[config.mk]
export PLATFORM = sky130hd
export DESIGN_NAME = dmem_req
export DESIGN_NICKNAME = d
export VERILOG_FILES = /design/src/rtl/cpu_defs.sv /design/src/rtl/store_align.sv /design/src/rtl/dmem_req.sv
export SDC_FILE = /design/constraint.sdc
export NUM_CORES = 1
export LEC_CHECK = 0
export CAP_MARGIN = 15
export CORE_ASPECT_RATIO = 1.5
export CORE_UTILIZATION = 40
export DETAILED_ROUTE_END_ITERATION = 16
export PLACE_DENSITY = 0.8
export SYNTH_ARGS = -nofsm -noshare
export SYNTH_HDL_FRONTEND = slang
export SYNTH_SLANG_ARGS = --single-unit
[constraint.sdc]
create_clock -name clk -period 2 [get_ports clk]
set_clock_uncertainty 0.1 [all_clocks]
set_input_delay 0.2 -clock clk [delete_from_list [all_inputs] [get_ports clk]]
set_output_delay 0.2 -clock clk [all_outputs]
set_load 0.05 [all_outputs]
[src/rtl/cpu_defs.sv]
// Shared CPU definitions: size encodings, data-memory request FSM states and
// the stage-boundary payload latched by the data-memory request initiator.
package cpu_defs;

  localparam int unsigned XLEN   = 32;
  localparam int unsigned STRB_W = XLEN / 8;
  localparam int unsigned SIZE_W = 2;
  localparam int unsigned DST_W  = 3;

  // Access size, shared by the decode, memory and writeback stages
  typedef logic [SIZE_W-1:0] mem_size_t;
  localparam mem_size_t SZ_BYTE = 2'b00;
  localparam mem_size_t SZ_HALF = 2'b01;
  localparam mem_size_t SZ_WORD = 2'b10;

  // Data-memory request FSM encoding
  typedef logic [DST_W-1:0] dmem_state_t;
  localparam dmem_state_t DST_IDLE   = 3'd0;
  localparam dmem_state_t DST_ADDR   = 3'd1;
  localparam dmem_state_t DST_DATA   = 3'd2;
  localparam dmem_state_t DST_HOLD   = 3'd3;
  localparam dmem_state_t DST_CANCEL = 3'd4;

  // Memory-stage bus payload as driven onto the SRAM-like data bus
  typedef struct packed {
    logic              wr;
    mem_size_t         size;
    logic [XLEN-1:0]   addr;
    logic [XLEN-1:0]   wdata;
    logic [STRB_W-1:0] wstrb;
  } dmem_bus_t;

endpackage

[src/rtl/store_align.sv]
// Store lane alignment: replicates the store source into every lane of its
// size and derives byte strobes from the address offset. Loads get no strobes.
module store_align
  import cpu_defs::*;
(
  input  logic              we_i,
  input  mem_size_t         size_i,
  input  logic [1:0]        offset_i,
  input  logic [XLEN-1:0]   wdata_i,
  output logic [XLEN-1:0]   wdata_o,
  output logic [STRB_W-1:0] wstrb_o
);

  // Lane replication and strobe shift by access size
  always_comb begin
    wdata_o = wdata_i;
    wstrb_o = '0;
    case (size_i)
      SZ_BYTE: begin
        wdata_o = {4{wdata_i[7:0]}};
        wstrb_o = STRB_W'(4'b0001 << offset_i);
      end
      SZ_HALF: begin
        wdata_o = {2{wdata_i[15:0]}};
        wstrb_o = STRB_W'(4'b0011 << offset_i);
      end
      default: begin
        wdata_o = wdata_i;
        wstrb_o = 4'b1111;
      end
    endcase
    if (!we_i) wstrb_o = '0;
  end

endmodule

[src/rtl/dmem_req.sv]
// Data-memory request initiator: turns a memory-stage load/store into one
// SRAM-like bus transaction, stalls while it is outstanding and holds the raw
// read word for writeback. Optional alignment checking is enabled by defining
// DMEM_ALIGN_CHECK_EN.
module dmem_req
  import cpu_defs::*;
(
  input  logic              clk,
  input  logic              rst,
  input  logic              req_valid,
  input  logic              req_we,
  input  logic [1:0]        req_size,
  input  logic [31:0]       req_addr,
  input  logic [31:0]       req_wdata,
  input  logic              pipe_adv,
  input  logic              flush,
  output logic              data_req,
  output logic              data_wr,
  output logic [1:0]        data_size,
  output logic [31:0]       data_addr,
  output logic [31:0]       data_wdata,
  output logic [3:0]        data_wstrb,
  input  logic              data_addr_ok,
  input  logic              data_data_ok,
  input  logic [31:0]       data_rdata,
  output logic [31:0]       rdata,
  output logic              done,
  output logic              stall,
  output logic              adel,
  output logic              ades
);

  dmem_state_t       state_q, state_d;
  dmem_bus_t         bus_q;
  logic              data_req_q;
  logic              done_q;
  logic [XLEN-1:0]   rdata_q;
  logic              accept_c;
  logic              capture_c;
  logic              addr_err_c;
  logic              idle_req_c;
  logic [XLEN-1:0]   al_wdata_c;
  logic [STRB_W-1:0] al_wstrb_c;

  store_align u_store_align (
    .we_i     (req_we),
    .size_i   (req_size),
    .offset_i (req_addr[1:0]),
    .wdata_i  (req_wdata),
    .wdata_o  (al_wdata_c),
    .wstrb_o  (al_wstrb_c)
  );

`ifdef DMEM_ALIGN_CHECK_EN
  // Misaligned half/word accesses never reach the bus
  assign addr_err_c = ((req_size == SZ_HALF) & req_addr[0]) |
                      ((req_size == SZ_WORD) & (req_addr[1:0] != 2'b00));
`else
  assign addr_err_c = 1'b0;
`endif

  assign idle_req_c = (state_q == DST_IDLE) & req_valid;

  // Next-state logic; a flush racing a completed data phase simply drops the data
  always_comb begin
    state_d   = state_q;
    accept_c  = 1'b0;
    capture_c = 1'b0;
    case (state_q)
      DST_IDLE: begin
        if (req_valid && !flush && !addr_err_c) begin
          state_d  = DST_ADDR;
          accept_c = 1'b1;
        end
      end
      DST_ADDR: begin
        if (data_addr_ok) begin
          if (data_data_ok) begin
            if (flush) begin
              state_d = DST_IDLE;
            end else begin
              state_d   = DST_HOLD;
              capture_c = 1'b1;
            end
          end else if (flush) begin
            state_d = DST_CANCEL;
          end else begin
            state_d = DST_DATA;
          end
        end else if (flush) begin
          state_d = DST_IDLE;
        end
      end
      DST_DATA: begin
        if (data_data_ok) begin
          if (flush) begin
            state_d = DST_IDLE;
          end else begin
            state_d   = DST_HOLD;
            capture_c = 1'b1;
          end
        end else if (flush) begin
          state_d = DST_CANCEL;
        end
      end
      DST_HOLD: begin
        if (pipe_adv || flush) state_d = DST_IDLE;
      end
      DST_CANCEL: begin
        if (data_data_ok) state_d = DST_IDLE;
      end
      default: state_d = DST_IDLE;
    endcase
  end

  // State register
  always_ff @(posedge clk) begin
    if (rst) state_q <= DST_IDLE;
    else     state_q <= state_d;
  end

  // Bus fields latched on accept, request/done flags and captured read word
  always_ff @(posedge clk) begin
    if (rst) begin
      bus_q      <= '0;
      data_req_q <= 1'b0;
      done_q     <= 1'b0;
      rdata_q    <= '0;
    end else begin
      data_req_q <= (state_d == DST_ADDR);
      done_q     <= (state_d == DST_HOLD);
      if (accept_c) begin
        bus_q.wr    <= req_we;
        bus_q.size  <= req_size;
        bus_q.addr  <= req_addr;
        bus_q.wdata <= al_wdata_c;
        bus_q.wstrb <= al_wstrb_c;
      end
      if (capture_c) rdata_q <= data_rdata;
    end
  end

  assign data_req   = data_req_q;
  assign data_wr    = bus_q.wr;
  assign data_size  = bus_q.size;
  assign data_addr  = bus_q.addr;
  assign data_wdata = bus_q.wdata;
  assign data_wstrb = bus_q.wstrb;
  assign rdata      = rdata_q;
  assign done       = done_q;

  assign stall = (idle_req_c & ~flush & ~addr_err_c) |
                 (state_q == DST_ADDR) | (state_q == DST_DATA) |
                 (state_q == DST_CANCEL);
  assign adel  = idle_req_c & addr_err_c & ~req_we;
  assign ades  = idle_req_c & addr_err_c & req_we;

endmodule
==> summary.md <==
| Metric | Value |
|---|---|
| CTS Sinks | between 100 and 150 |
| Final min period | between 1500 and 2000 ps |
| Initial antenna violation count | 0 |
| CP arrival | 1980 ps |
| Largest net degree at the start of global routing | 51 |
| CTS tree | done |
| Sequential element share of the synthesized area | 49.9% |
| Antenna Cells | 0 |
| Min-delay src | rst |
| Worst path cell trace | and3b_1, o211a_4, a31oi_1, nor3_1 |
| Port bufs | around 210 |
| Mux contribution to synthesized area | 3.93% |
| Crit Path Class | reg -> reg |
| Status | completed |
| Power density over cell area | between 700 and 800 nW/µm² |
| Core Rows | 46 |
| Slowest CP cell | dfxtp_1 |
| H-tree lvl count | 3 |
| Post-DR wirelength/cell | roughly 14 µm |
| Layout area overhead | 58.9% |
| Remaining DRCs | 0 |
| HP Class | in -> reg |
| Die Area | 11300 µm² |
| Yosys cell types | 34 |
| Crit path capture type | flip-flop |
| RSZ-0062 raised after global routing | no |
| Worst-Skew Late Latency | approximately 340 ps |
| Core Area | between 10000 and 15000 µm² |
| Yosys warning total | 0 |
| Top cell type by total area after synthesis | dfxtp_1 |
| Hold Path Depth | 2 |
| Post-CTS Hold Fix Bufs | 0 |
| Max FO, Critical Path | 33 |
| Post-synth top area share | 49.9% |
| Most frequent cells in the layout | clkdlybuf4s50_1 (209), nand2_1 (188), dfxtp_1 (108) |
| Die H | 129 µm |
| Count of final setup violators | 0 |
| Slew HR | between 60% and 70% |
| Mapped Cells | 532 |
| Max Root-Sink Buffers | 2 |
| DP Wirelength | about 9300 µm |
| Peak supply drop | ~0.44 mV |
| F_max | roughly 550 MHz |
| Post-synthesis xor/xnor area fraction | 0.202% |
| Register Area | roughly 2200 µm² |
| Largest family of logic cells by synthesized area | simple AND/OR/NAND/NOR gates |
| CP required | between 2000 and 2500 ps |
| Synth Area in Simple Gates | ~20% |
| First-pass GRT wire length | 19500 µm |
| R2R Setup Slk | approximately 170 ps |
| CP peak stage delay | between 500 and 600 ps |
| Final Max Slew Viols | 0 |
| Ratio of final minimum period to clock period | between 90% and 100% |
| Root Buffer | clkbuf_16 |
| Total gr overflow | 0 |
| Drt pass-1 iters | 4 |
| Worst path top cell family by delay | compound AO/OA/AOI/OAI gates |
| R2R Path Start | state_q[0] |
| Top cells by area, synth | dfxtp_1 (50%), nand2_1 (16%), a21oi_1 (9.9%) |
| Worst reg2reg endpoint | state_q[0] |
| Adder-cell share of the synthesized area | 0% |
| LEAKAGE | 0.00245 µW |
| Non-Filler Instances | between 800 and 900 |
| Vias/cell | a little under 5 |
| Final setup TNS | 0 ps |
| Synth Area in Compound Gates | approximately a fifth |
| Post-Route WL | approximately 13000 µm |
| Clk slew on worst S/H paths | about 70 ps |
| Most common cell after layout, fill and taps aside | clkdlybuf4s50_1 |
| Post_cts resized | 0 |
| GPL Wtd Cong | just over 0.8 |
| Layout cells sized above 1 | 6.41% |
| TritonCTS Buffers | 9 |
| Startpoint types | flip-flop |
| Post-route ant nets | 0 |
| Filler instances | ~900 |
| Mean Syn Cell Area | 8.14 µm² |
| Vias in the first global route | about 4200 |
| DRT iter0 DRCs | between 150 and 200 |
| Net count, final | 834 |
| Vias post-DR | 4310 |
| Hold Path End | data_wstrb[0] |
| Initial Util | 41.1% |
| CP bufs+invs | 0 |
| IO Pins | between 200 and 250 |
| Area of the multi-input gates | around 1900 µm² |
| Max Cap Violations | 0 |
| FF-to-FF path depth | 4 |
| Flop and latch count out of synthesis | 108 |
| Post-synth design cell area | 4330 µm² |
| Total setup buffers inserted after CTS | 0 |
| Measured slew at the worst slew-check pin | roughly 570 ps |
| Final Hold Viols | 0 |
| DP Cell Count | 861 |
| Die X | ~87 µm |
| Overall global routing resource usage | between 20% and 30% |
==> per-layer routing <==
metal | vias up | share of wire, % | wire [µm] | track usage, %
met2 | 168 | 52 | 6550 | 41.0
met4 | 0 | 2.6 | 327 | 8.53
met3 | 24 | 6.9 | 866 | 5.54
met1 | 1969 | 38 | 4760 | 23.6
li1 | 2149 | - | - | -
met5 | - | 0 | 0 | 0
==> layout make-up <==
type,count,area share [%]
inverters,2,0.109
repair buffers,227,33.5
clock buffers,10,3.47
clock inverters,6,1.36
flip-flops and latches,108,31.4
well taps,144,2.62
multi-input cells,380,27.5
==> stage by stage <==
| stage | instance area, µm² | hold slack [ps] | worst slack (ps) | power, µW | utilization (%) |
|---|---|---|---|---|---|
| after floorplan | 4330 | 179 | 300 | 2940 | - |
| after global placement | 6550 | 342 | 129 | 3400 | 62.1 |
| after detailed placement | 6550 | 344 | 42.9 | 3420 | 62.1 |
| after CTS | 6880 | 151 | 160 | 5350 | 65.3 |
| after global routing | 6880 | 163 | 66.5 | 5510 | 65.3 |
| final | 6880 | 160 | 168 | 5300 | 65.3 |
==> power by group <==
part / total, µW / internal, µW / switching [µW]
combinational: 1080 / 456 / 623
clock: 1940 / 1140 / 796
sequential: 2290 / 2240 / 48.7
==> sequential cells by signal (all words and copies together), names as in the netlist <==
| signal | flops |
|---|---|
| done | 1 |
| rdata | 32 |
| data_req | 1 |
| data_addr | 32 |
| data_wdata | 32 |
| data_size | 2 |
| state_q | 3 |
| data_wr | 1 |
| data_wstrb | 4 |
==> kinds of logic (layout without fill, tap and decap cells) <==
group,after synthesis,count (layout)
flip-flops,108,108
other,1,2
buffers and inverters,45,245
AND/OR/NAND/NOR,225,225
multiplexers,17,17
AO/OA/AOI/OAI,135,135
XOR/XNOR,1,1
==> how the worst max path moves through the flow <==
stage	from	endpoint	slack, ps	depth (start not counted)
floorplan	state_q[2]	stall	300	4
global placement	data_addr_ok	state_q[0]	130	5
detailed placement	data_addr_ok	state_q[0]	40	5
CTS	data_wdata[14]	data_wdata[14]	160	1
global route	state_q[1]	state_q[0]	70	4
finish	state_q[0]	state_q[0]	170	4
==> Yosys cell counts <==
cell type / n
a211o_1: 1
a211oi_2: 8
a21boi_0: 1
a21oi_1: 86
a311oi_1: 9
a31oi_1: 2
and3_1: 1
and3b_1: 1
buf_1: 3
buf_12: 1
buf_2: 6
buf_4: 8
buf_6: 6
buf_8: 1
clkbuf_1: 18
conb_1: 1
dfxtp_1: 108
inv_1: 2
mux2i_1: 17
nand2_1: 188
nand2b_1: 1
nand3_2: 1
nand3b_1: 1
nand4b_1: 1
nor2_1: 25
nor2_4: 1
nor2b_1: 2
nor3_1: 3
o211a_4: 1
o211ai_1: 3
o211ai_4: 1
o21a_1: 2
o21ai_0: 21
xnor2_1: 1
(Power assumes the default switching activity.)
